File: src/rtl/spi_arbiter_if.sv
// Bundle of requester, shared-SPI-master and status signals for spi_arbiter.
// slave = arbiter side, master = side that drives requests and master responses.
interface spi_arbiter_if #(
  parameter int unsigned WIDTH = 13
);
  logic             req_a;
  logic [WIDTH-1:0] txd_a;
  logic [WIDTH-1:0] rxd_a;
  logic             ack_a;
  logic             err_a;

  logic             req_b;
  logic [WIDTH-1:0] txd_b;
  logic [WIDTH-1:0] rxd_b;
  logic             ack_b;
  logic             err_b;

  logic             m_st;
  logic [WIDTH-1:0] m_tx;
  logic             m_done;
  logic [WIDTH-1:0] m_rx;

  logic             busy;

  modport slave (
    input  req_a, txd_a, req_b, txd_b, m_done, m_rx,
    output rxd_a, ack_a, err_a, rxd_b, ack_b, err_b, m_st, m_tx, busy
  );

  modport master (
    output req_a, txd_a, req_b, txd_b, m_done, m_rx,
    input  rxd_a, ack_a, err_a, rxd_b, ack_b, err_b, m_st, m_tx, busy
  );
endinterface

File: src/rtl/spi_arbiter.sv
// Round-robin arbiter sharing one SPI master between requesters A and B.
// Optional WAIT watchdog enabled by defining SPI_ARB_TIMEOUT_EN.
module spi_arbiter #(
  parameter int unsigned WIDTH   = 13,
  parameter int unsigned TIMEOUT = 255
) (
  input logic        clk,
  input logic        rst,
  spi_arbiter_if.slave bus
);

  typedef enum logic [1:0] {IDLE, START, WAIT, RESP} state_t;

  state_t           r_state;
  logic             r_pend_a, r_pend_b;
  logic             r_last_b;
  logic             r_sel_b;
  logic [WIDTH-1:0] r_buf_a, r_buf_b;
  logic [WIDTH-1:0] r_m_tx;
  logic [WIDTH-1:0] r_rxd_a, r_rxd_b;
  logic             r_m_st, r_ack_a, r_ack_b, r_busy;

  logic             w_sel_b;
  logic             w_clr_a, w_clr_b;
  logic             w_cap_a, w_cap_b;
  logic             w_tmo;

  // B wins only if A is idle or A was the one served last
  assign w_sel_b = r_pend_b & (~r_pend_a | ~r_last_b);
  assign w_clr_a = (r_state == RESP) & ~r_sel_b;
  assign w_clr_b = (r_state == RESP) &  r_sel_b;
  assign w_cap_a = bus.req_a & (~r_pend_a | w_clr_a);
  assign w_cap_b = bus.req_b & (~r_pend_b | w_clr_b);

`ifdef SPI_ARB_TIMEOUT_EN
  localparam int unsigned CW = (TIMEOUT > 1) ? $clog2(TIMEOUT) : 1;

  logic [CW-1:0] r_cnt;
  logic          r_err_a, r_err_b;

  assign w_tmo = (r_cnt == CW'(TIMEOUT - 1));

  always_ff @(posedge clk or posedge rst) begin
    if (rst) begin
      r_cnt   <= '0;
      r_err_a <= 1'b0;
      r_err_b <= 1'b0;
    end else begin
      r_cnt   <= (r_state == WAIT) ? r_cnt + 1'b1 : '0;
      r_err_a <= (r_state == WAIT) & ~bus.m_done & w_tmo & ~r_sel_b;
      r_err_b <= (r_state == WAIT) & ~bus.m_done & w_tmo &  r_sel_b;
    end
  end

  assign bus.err_a = r_err_a;
  assign bus.err_b = r_err_b;
`else
  localparam int unsigned TIMEOUT_UNUSED = TIMEOUT;

  assign w_tmo     = 1'b0;
  assign bus.err_a = 1'b0;
  assign bus.err_b = 1'b0;
`endif

  always_ff @(posedge clk or posedge rst) begin
    if (rst) begin
      r_state  <= IDLE;
      r_pend_a <= 1'b0;
      r_pend_b <= 1'b0;
      r_last_b <= 1'b1;
      r_sel_b  <= 1'b0;
      r_buf_a  <= '0;
      r_buf_b  <= '0;
      r_m_tx   <= '0;
      r_rxd_a  <= '0;
      r_rxd_b  <= '0;
      r_m_st   <= 1'b0;
      r_ack_a  <= 1'b0;
      r_ack_b  <= 1'b0;
      r_busy   <= 1'b0;
    end else begin
      r_m_st  <= 1'b0;
      r_ack_a <= 1'b0;
      r_ack_b <= 1'b0;

      // A new request in the completion cycle re-arms pending with the new word
      if (w_cap_a) begin
        r_buf_a  <= bus.txd_a;
        r_pend_a <= 1'b1;
      end else if (w_clr_a) begin
        r_pend_a <= 1'b0;
      end

      if (w_cap_b) begin
        r_buf_b  <= bus.txd_b;
        r_pend_b <= 1'b1;
      end else if (w_clr_b) begin
        r_pend_b <= 1'b0;
      end

      case (r_state)
        IDLE: begin
          if (r_pend_a | r_pend_b) begin
            r_sel_b <= w_sel_b;
            r_m_tx  <= w_sel_b ? r_buf_b : r_buf_a;
            r_m_st  <= 1'b1;
            r_busy  <= 1'b1;
            r_state <= START;
          end
        end
        START: r_state <= WAIT;
        WAIT: begin
          if (bus.m_done || w_tmo) begin
            if (r_sel_b) begin
              r_rxd_b <= bus.m_done ? bus.m_rx : '0;
              r_ack_b <= 1'b1;
            end else begin
              r_rxd_a <= bus.m_done ? bus.m_rx : '0;
              r_ack_a <= 1'b1;
            end
            r_state <= RESP;
          end
        end
        RESP: begin
          r_last_b <= r_sel_b;
          r_busy   <= 1'b0;
          r_state  <= IDLE;
        end
        default: r_state <= IDLE;
      endcase
    end
  end

  assign bus.m_st  = r_m_st;
  assign bus.m_tx  = r_m_tx;
  assign bus.rxd_a = r_rxd_a;
  assign bus.rxd_b = r_rxd_b;
  assign bus.ack_a = r_ack_a;
  assign bus.ack_b = r_ack_b;
  assign bus.busy  = r_busy;

endmodule
File: src/flat_wrapper.sv
// flat-port wrapper written by rule: the top's interface ports become plain ports
module spi_arbiter_flat 
#(
  parameter int unsigned WIDTH   = 13,
  parameter int unsigned TIMEOUT = 255
)
  (clk, rst, bus_req_a, bus_txd_a, bus_req_b, bus_txd_b, bus_m_done, bus_m_rx, bus_rxd_a, bus_ack_a, bus_err_a, bus_rxd_b, bus_ack_b, bus_err_b, bus_m_st, bus_m_tx, bus_busy);
  spi_arbiter_if #(.WIDTH(WIDTH)) bus_i ();
  input logic clk;
  input logic rst;
  input wire logic [$bits(bus_i.req_a)-1:0] bus_req_a;
  input wire logic [$bits(bus_i.txd_a)-1:0] bus_txd_a;
  input wire logic [$bits(bus_i.req_b)-1:0] bus_req_b;
  input wire logic [$bits(bus_i.txd_b)-1:0] bus_txd_b;
  input wire logic [$bits(bus_i.m_done)-1:0] bus_m_done;
  input wire logic [$bits(bus_i.m_rx)-1:0] bus_m_rx;
  output wire logic [$bits(bus_i.rxd_a)-1:0] bus_rxd_a;
  output wire logic [$bits(bus_i.ack_a)-1:0] bus_ack_a;
  output wire logic [$bits(bus_i.err_a)-1:0] bus_err_a;
  output wire logic [$bits(bus_i.rxd_b)-1:0] bus_rxd_b;
  output wire logic [$bits(bus_i.ack_b)-1:0] bus_ack_b;
  output wire logic [$bits(bus_i.err_b)-1:0] bus_err_b;
  output wire logic [$bits(bus_i.m_st)-1:0] bus_m_st;
  output wire logic [$bits(bus_i.m_tx)-1:0] bus_m_tx;
  output wire logic [$bits(bus_i.busy)-1:0] bus_busy;
  assign bus_i.req_a = bus_req_a;
  assign bus_i.txd_a = bus_txd_a;
  assign bus_i.req_b = bus_req_b;
  assign bus_i.txd_b = bus_txd_b;
  assign bus_i.m_done = bus_m_done;
  assign bus_i.m_rx = bus_m_rx;
  assign bus_rxd_a = bus_i.rxd_a;
  assign bus_ack_a = bus_i.ack_a;
  assign bus_err_a = bus_i.err_a;
  assign bus_rxd_b = bus_i.rxd_b;
  assign bus_ack_b = bus_i.ack_b;
  assign bus_err_b = bus_i.err_b;
  assign bus_m_st = bus_i.m_st;
  assign bus_m_tx = bus_i.m_tx;
  assign bus_busy = bus_i.busy;
  spi_arbiter #(.WIDTH(WIDTH), .TIMEOUT(TIMEOUT)) u_core (.clk(clk), .rst(rst), .bus(bus_i));
endmodule
File: config.mk
export PLATFORM = sky130hd
export DESIGN_NAME = spi_arbiter_flat
export DESIGN_NICKNAME = d
export VERILOG_FILES = /design/src/rtl/spi_arbiter_if.sv /design/src/rtl/spi_arbiter.sv /design/src/flat_wrapper.sv
export SDC_FILE = /design/constraint.sdc
export NUM_CORES = 1
export LEC_CHECK = 0
export ABC_AREA = 1
export CAP_MARGIN = 10
export CORE_AREA = 2 2 90 92
export CTS_CLUSTER_SIZE = 24
export DETAILED_ROUTE_END_ITERATION = 16
export DIE_AREA = 0 0 92 94
export PLACE_DENSITY = 0.86
export SLEW_MARGIN = 20
export SYNTH_ARGS = -nofsm -noshare
export SYNTH_HDL_FRONTEND = slang
export SYNTH_SLANG_ARGS = --single-unit
File: constraint.sdc
create_clock -name clk -period 2.3 [get_ports clk]
set_clock_uncertainty 0.05 [all_clocks]
set_input_delay 0.46 -clock clk [delete_from_list [all_inputs] [get_ports clk]]
set_output_delay 0.46 -clock clk [all_outputs]
set_load 0.03 [all_outputs]
==> results of run 1 <==
-- final cells by class --
type,count,area [µm²],area share [%]
multi-input cells,235,1070,24.4
well taps,102,128,2.91
flip-flops and latches,75,1880,42.8
repair buffers,90,903,20.6
clock inverters,7,98.8,2.26
inverters,48,184,4.20
clock buffers,9,124,2.83
-- worst paths after layout --
path | from | cells after the start | slack [ns] | to
worst max-delay path | u_core.bus.rxd_b[6] | 1 | 0.37 | bus_rxd_b[6]
worst min-delay path | u_core.r_buf_a[10] | 2 | 0.42 | u_core.r_buf_a[10]
worst max register to register | u_core.r_state[0] | 5 | 0.58 | u_core.bus.rxd_a[12]
worst min register to register | u_core.r_buf_a[10] | 2 | 0.42 | u_core.r_buf_a[10]
max in group asynchronous | rst | 3 | 1.36 | u_core.r_last_b
min in group asynchronous | rst | 3 | 0.50 | u_core.bus.rxd_b[7]
-- registers in the layout (all words and copies together), names as in the netlist, 2 cells and up --
name              count
u_core.bus.rxd_b     13
u_core.r_buf_b       13
u_core.bus.m_tx      13
u_core.r_buf_a       13
u_core.bus.rxd_a     13
u_core.r_state        2
-- Yosys cell counts, drive strengths merged --
cell type  number  share of area (%)
or2             2               0.39
dfstp           1               0.82
buf            13                2.5
nand2         138                 16
nor2            2               0.31
inv            48                5.6
nand3          56                9.0
o21ai          29                4.6
nand3b          1               0.23
conb            1               0.12
ha              5                1.9
clkbuf          5               0.62
dfrtp          74                 57
-- metal layers --
| layer | share of wire [%] | routed length, µm |
|---|---|---|
| met1 | 43 | 3200 |
| met2 | 49 | 3600 |
| met3 | 6.7 | 498 |
| met4 | 1.6 | 119 |
| met5 | 0 | 0 |
-- power by group --
group          internal [mW]  switching (mW)
Sequential              1.94           0.407
Combinational           1.15            1.84
Clock                  0.618           0.514
-- kinds of logic (layout without fill, tap and decap cells) --
kind of cell | count (synthesis) | after routing | synth area share [%]
AND/OR/NAND/NOR | 199 | 199 | 26.3
flip-flops | 75 | 75 | 58.3
buffers and inverters | 66 | 154 | 8.70
AO/OA/AOI/OAI | 29 | 29 | 4.62
adder cells (fa/ha/maj) | 5 | 5 | 1.94
other | 1 | 2 | 0.116
==> summary by stage, run 1 <==
Yosys
The share of the yosys chip area belonging to registers is between 50% and 60%. The summed instance area of the synthesized netlist is 3220 µm². The netlist uses 19 different library cells. The count of yosys warnings during synthesis is 0. The number of storage elements in the synthesis netlist is 75. The average cell area after synthesis is around 8.6 µm². Synthesis handed over a netlist of 375 instances.

Die
The die covers just under 9000 µm². The cell row count is 32. The die width is between 90 and 100 µm. The number of top-level design ports is 89. The area of the placeable core is 7610 µm². Measured along the y axis, the die boundary spans 94 µm. The starting utilization of the core area is between 40% and 50%.

STA
Based on the critical path, the design can be clocked at up to just over 0.5 GHz. Setup violations remaining at the end of the flow were counted as 0. The setup total negative slack is 0 ns.

The shortest clock period the worst path allows after layout is 1.93 ns. The final critical path takes up a little over four fifths of the cycle. After layout, the worst setup slack is between 0.3 and 0.4 ns. Setup repair after global routing left no endpoint under its margin. The worst pin sits at a relative slew slack of between 50% and 60%. The total count of max-transition violations in the final report came to 0. The final hold violation count is 0. At the pin with the least slew margin, the transition time is between 0.6 and 0.7 ns.

The tightest hold path in the finished design has a slack of roughly 0.42 ns.

Route
The number of violations reported at the end of detailed-routing iteration 0 is between 150 and 200. The via density per instance is 4.71. The DRC violation count after routing is 0.

The final wirelength is between 7000 and 8000 µm. The residual antenna-violating net count after detailed routing is 0. After detailed routing, the average wire length per cell comes to 13.1 µm. The via count is around 2700. The number of iterations in the first detailed-routing pass is 4.

Layout
The post-route netlist has around 6.9% of its cells at a drive strength greater than 1. The post-route core utilization is ~58%. The number of antenna diodes is 0. The layout-stage area growth over the synthesis result is 36.0%. The top cell types in the final layout, fill and taps aside, are 134 x nand2_1, 86 x clkdlybuf4s50_1, 74 x dfrtp_1. The count of nets after finishing is just over 500. Leaving out filler cells and counting taps, the final layout contains between 500 and 600.

The library cell used most frequently in the layout, excluding fill and tap cells, is nand2_1. Once layout is done, the placed cells without fillers occupy 4380 µm². Fill cells in the final layout number approximately 630.

GRT
The global routing met2 resource utilization is ~32%. Global routing used between 10% and 20% of the available tracks across all layers. Entering global routing, the biggest net connects 76 pins. For met3 alone, demand over resource in global routing was under 10%. The wire length of the first global-routing pass is 12800 µm. The number of antenna violations at the first check in global routing is 0.

The most used routing layer is met2. The met1 routing resource usage after global routing is between 20% and 30%. The total overflow reported by the global router is 0.

The via count of the first global-routing pass was roughly 2800.

CTS
The H-tree was split into 3 levels. Hold repair after CTS inserted 0 buffers. Clock tree synthesis found a total of 75 sinks. The clock root buffer master is clkbuf_8.

After clock tree synthesis, the clock-pin slew on the worst setup and hold paths is roughly 0.080 ns. The number of gates resized after CTS was 0. Once the clock tree was built, the setup fixing pass inserted 0 buffers.

TritonCTS built the clock tree. The clock latency of the later-clocked register in the worst-skew pair is about 0.35 ns. TritonCTS created 9 clock buffers. The buffer depth of the longest clock path is 2.

Place
The count of buffers added on input and output ports is 86. In this run the cell area measured after placement is approximately 4200 µm². The congestion estimate from routability-driven global placement came to slightly above 0.8. Detailed placement ended at an HPWL of roughly 5300 µm. The worst setup timing slack at the placement stage is around 0.36 ns. In this run, placement finished with an instance count of 550.

Status
The run finished with clean final reports.

Setup path
The signal on the critical path passes through clkdlybuf4s50_1. The maximum fanout along the worst path is 2. The type of element capturing the critical path is a primary output.

Counting both buffers and inverters, the worst setup path holds a total of 1. The cell with the biggest individual delay on the critical path is clkdlybuf4s50_1. The cell class contributing the biggest share of worst-path delay is buffers and inverters.

The data arrival time of the critical path is 1.42 ns. The data required time at the worst endpoint is about 1.8 ns. STA classifies the critical path startpoint as a flop. The delay of the slowest cell on the worst path is around 0.69 ns. The category of the most critical setup path is flop to primary output.

Power
The total power divided by cell area is about 1500 nW/µm². Power comes to 6.47 mW. The leakage power figure is between 2 and 2.5 nW. IR analysis of the VDD net gives a maximum drop of approximately 0.99 mV.

Hold path
The path class of the tightest hold or removal check is flop to flop.

Job
The number of maximum-capacitance violations is 0.
Note: power is estimated with default switching activity, not from simulation.
==> inputs of run 2 (changes only) <==
--- a/config.mk
+++ b/config.mk
@@ -7,11 +7,11 @@
 export LEC_CHECK = 0
 export ABC_AREA = 1
 export CAP_MARGIN = 10
-export CORE_AREA = 2 2 90 92
+export CORE_AREA = 2 2 85 87
 export CTS_CLUSTER_SIZE = 24
 export DETAILED_ROUTE_END_ITERATION = 16
-export DIE_AREA = 0 0 92 94
-export PLACE_DENSITY = 0.86
+export DIE_AREA = 0 0 87 89
+export PLACE_DENSITY = 0.91
 export SLEW_MARGIN = 20
 export SYNTH_ARGS = -nofsm -noshare
 export SYNTH_HDL_FRONTEND = slang
==> constraint.sdc (replaced) <==
create_clock -name clk -period 1.9 [get_ports clk]
set_clock_uncertainty 0.05 [all_clocks]
set_input_delay 0.38 -clock clk [delete_from_list [all_inputs] [get_ports clk]]
set_output_delay 0.38 -clock clk [all_outputs]
set_load 0.03 [all_outputs]
==> summary by stage, run 2 (synthesis results as in run 1) <==
Place
The routability-driven placement congestion ratio was 0.857 (was 0.804). The quantity of I/O buffers inserted on ports was 86 (unchanged). The placed wire-length estimate after detailed placement came to 5490 µm (was 5260 µm).

GRT
The wire length of the first global-routing pass came to 12300 µm (was 12800 µm). The largest net degree at the start of global routing is 29 (was 76). The global routing usage summed across all routing layers came to 20.8% (was 18.9%).

The total overflow reported by the global router was 0 (unchanged). The via count of the first global-routing pass is 2730 (was 2778). The number of antenna violations at the first check in global routing is 0 (unchanged).

STA
The final setup violation count came to 0 (unchanged). Of the available clock period, the critical path in the final layout requires 97.1%. The smallest hold slack is 0.307 ns (was 0.424 ns). The final hold violation count is 0 (unchanged). The shortest clock period the worst path allows after layout is ~1.8 ns. The total count of max-transition violations in the final report came to 0 (unchanged). Unrepaired setup endpoints after global routing: no (unchanged). Static timing analysis puts the maximum clock frequency at ~0.54 GHz.

The pin slew with the least headroom to its limit is 0.602 ns (was 0.603 ns). The remaining max-slew budget at the tightest pin is 59.8% (about the same). The setup total negative slack is 0 ns (unchanged).

Die
The die width was 87 µm (was 92 µm). The area enclosed by the die boundary is 7740 µm² (was 8650 µm²). The cell row count is 30 (was 32). The die outline height is 89 µm (was 94 µm). The number of top-level design ports was 89 (unchanged). The area of the placeable core is 6720 µm² (was 7610 µm²).

The starting utilization of the core area was 48.0% (was 42.4%).

CTS
The buffer depth of the longest clock path is 2 (unchanged). The CTS clock-pin slew for the worst setup and hold paths came to 0.08 ns (about the same). The H-tree depth reported by CTS is 3 (unchanged).

The post-CTS setup buffer count is 0 (unchanged). The clock root buffer master is clkbuf_8 (unchanged). The clock net sink count was 75 (unchanged).

The CTS tree is yes (unchanged). The CTS buffer count was 9 (unchanged). The clock latency of the later-clocked register in the worst-skew pair was 0.35 ns (about the same).

Setup path
Ordered cell list for the critical path: clkdlybuf4s50_1 (unchanged). The worst reg-to-reg path cell count is 5 (unchanged). The type of element capturing the critical path is a primary output (unchanged). The register-to-register setup slack is 0.24 ns (was 0.58 ns).

The data arrival time of the critical path is 1.41 ns (was 1.42 ns). The startpoint of the worst-slack reg-to-reg timing path is u_core.r_state[0] (unchanged). The data required time at the worst endpoint is 1.47 ns (was 1.79 ns). The launching element type of the critical path was a flop (unchanged). The category of the most critical setup path is flop to primary output (unchanged). The maximum fanout along the worst path was 2 (unchanged). The delay of the slowest cell on the worst path is 0.68 ns (was 0.69 ns).

The cell with the biggest individual delay on the critical path was clkdlybuf4s50_1 (unchanged). The cell class contributing the biggest share of worst-path delay is buffers and inverters (unchanged). The destination of the worst register-to-register timing path is u_core.bus.rxd_a[2] (was u_core.bus.rxd_a[12]). The number of buffer and inverter instances along the worst setup path is 1 (unchanged).

Route
The via density per instance is 4.97 (was 4.71). The number of violations reported at the end of detailed-routing iteration 0 is 148 (was 166). The DRC violation count after routing was 0 (unchanged).

The residual antenna-violating net count after detailed routing is 0 (unchanged). The mean routed wirelength per cell is 13.8 µm (was 13.1 µm). The number of iterations in the first detailed-routing pass is 4 (unchanged). The final wirelength came to 7560 µm (was 7420 µm).

The via count came to 2730 (was 2668).

Layout
The commonest non-fill, non-tap cell in the layout is nand2_1 (unchanged). The number of antenna diodes came to 0 (unchanged). The count of nets after finishing was 513 (was 508). Commonest cells after routing, fill and taps aside: 134 x nand2_1, 81 x clkdlybuf4s50_1, 74 x dfrtp_1 (was 134 x nand2_1, 86 x clkdlybuf4s50_1, 74 x dfrtp_1). The layout-stage area growth over the synthesis result is 37.1% (was 36.0%). The layout cell share with drive strength beyond 1 is 7.89% (was 6.90%). The number of fill cells is 520 (was 632).

Power
The leakage power figure was 2.33 nW (was 2.24 nW). The worst IR drop on VDD is 1.11 mV (was 0.987 mV). The total power divided by cell area is 1790 nW/µm² (was 1480 nW/µm²).

Status
Result of the run: finished clean (unchanged).

Hold path
The worst min-delay path class is primary input to asynchronous set/reset pin (was flop to flop).

Job
The number of maximum-capacitance violations is 0 (unchanged).
run 2: changes by cell type in the layout (fill, tap and decap cells not counted), sizes merged:
cell           change
dlymetal6s2s       +5
clkinv             -1
clkdlybuf4s50      -5
buf                +5
clkinvlp           +1
run 2: layout make-up:
cell class | count | area, µm² | share of cell area (%)
Clock buffer | 9 | 124 | 2.80
Clock inverter | 7 | 97.6 | 2.21
Inverter | 48 | 184 | 4.16
Multi-Input combinational cell | 235 | 1070 | 24.2
Sequential cell | 75 | 1880 | 42.5
Tap cell | 80 | 100 | 2.27
Timing Repair Buffer | 95 | 966 | 21.9
run 2: through the flow:
step / util [%] / power (mW) / setup slack, ns / cell area (µm²) / instances
after floorplan: - / 5.15 / 0.535 / 3230 / 376
after global placement: 62.3 / 6.40 / 0.187 / 4180 / 533
after detailed placement: 62.3 / 6.57 / 0.0849 / 4180 / 533
after CTS: 65.5 / 7.95 / 0.0351 / 4400 / 549
after global routing: 65.7 / 8.47 / 0.00253 / 4420 / 549
final: 65.7 / 7.90 / 0.0554 / 4420 / 549
run 2: routing by layer:
metal	vias to the layer above	part of all wire (%)	global-route usage, %
met2	114	48	34.1
li1	1331	-	-
met4	0	2.0	7.39
met1	1273	43	25.4
met3	12	7.2	7.66
met5	-	0	0
run 2: repair_timing:
item	CTS	global route
setup endpoints to repair	0	5
gates resized for setup	0	5
hold buffers	0	0
run 2: worst register-to-register path: cells and delay by family (launching register included):
| family | cells | cell delay, ns |
|---|---|---|
| AO/OA/AOI/OAI | 1 | 0.11 |
| adder cells (fa/ha/maj) | 1 | 0.25 |
| buffers and inverters | 1 | 0.12 |
| flip-flops | 1 | 0.42 |
| AND/OR/NAND/NOR | 2 | 0.59 |
run 2: worst max path at each step:
stage,startpoint,to,slack (ns),cells past startpoint
after floorplan,u_core.r_state[0],u_core.bus.rxd_b[0],0.54,6
after global placement,bus_m_done,u_core.bus.rxd_b[4],0.19,3
after detailed placement,bus_m_done,u_core.bus.rxd_a[7],0.08,3
after CTS,u_core.bus.m_tx[11],bus_m_tx[11],0.04,1
after global routing,u_core.bus.rxd_b[5],bus_rxd_b[5],0.003,1
final,u_core.bus.m_tx[11],bus_m_tx[11],0.06,1
run 2: power breakdown:
part / switching [mW] / internal (mW)
sequential: 0.460 / 2.34
clock: 0.615 / 0.746
combinational: 2.30 / 1.44
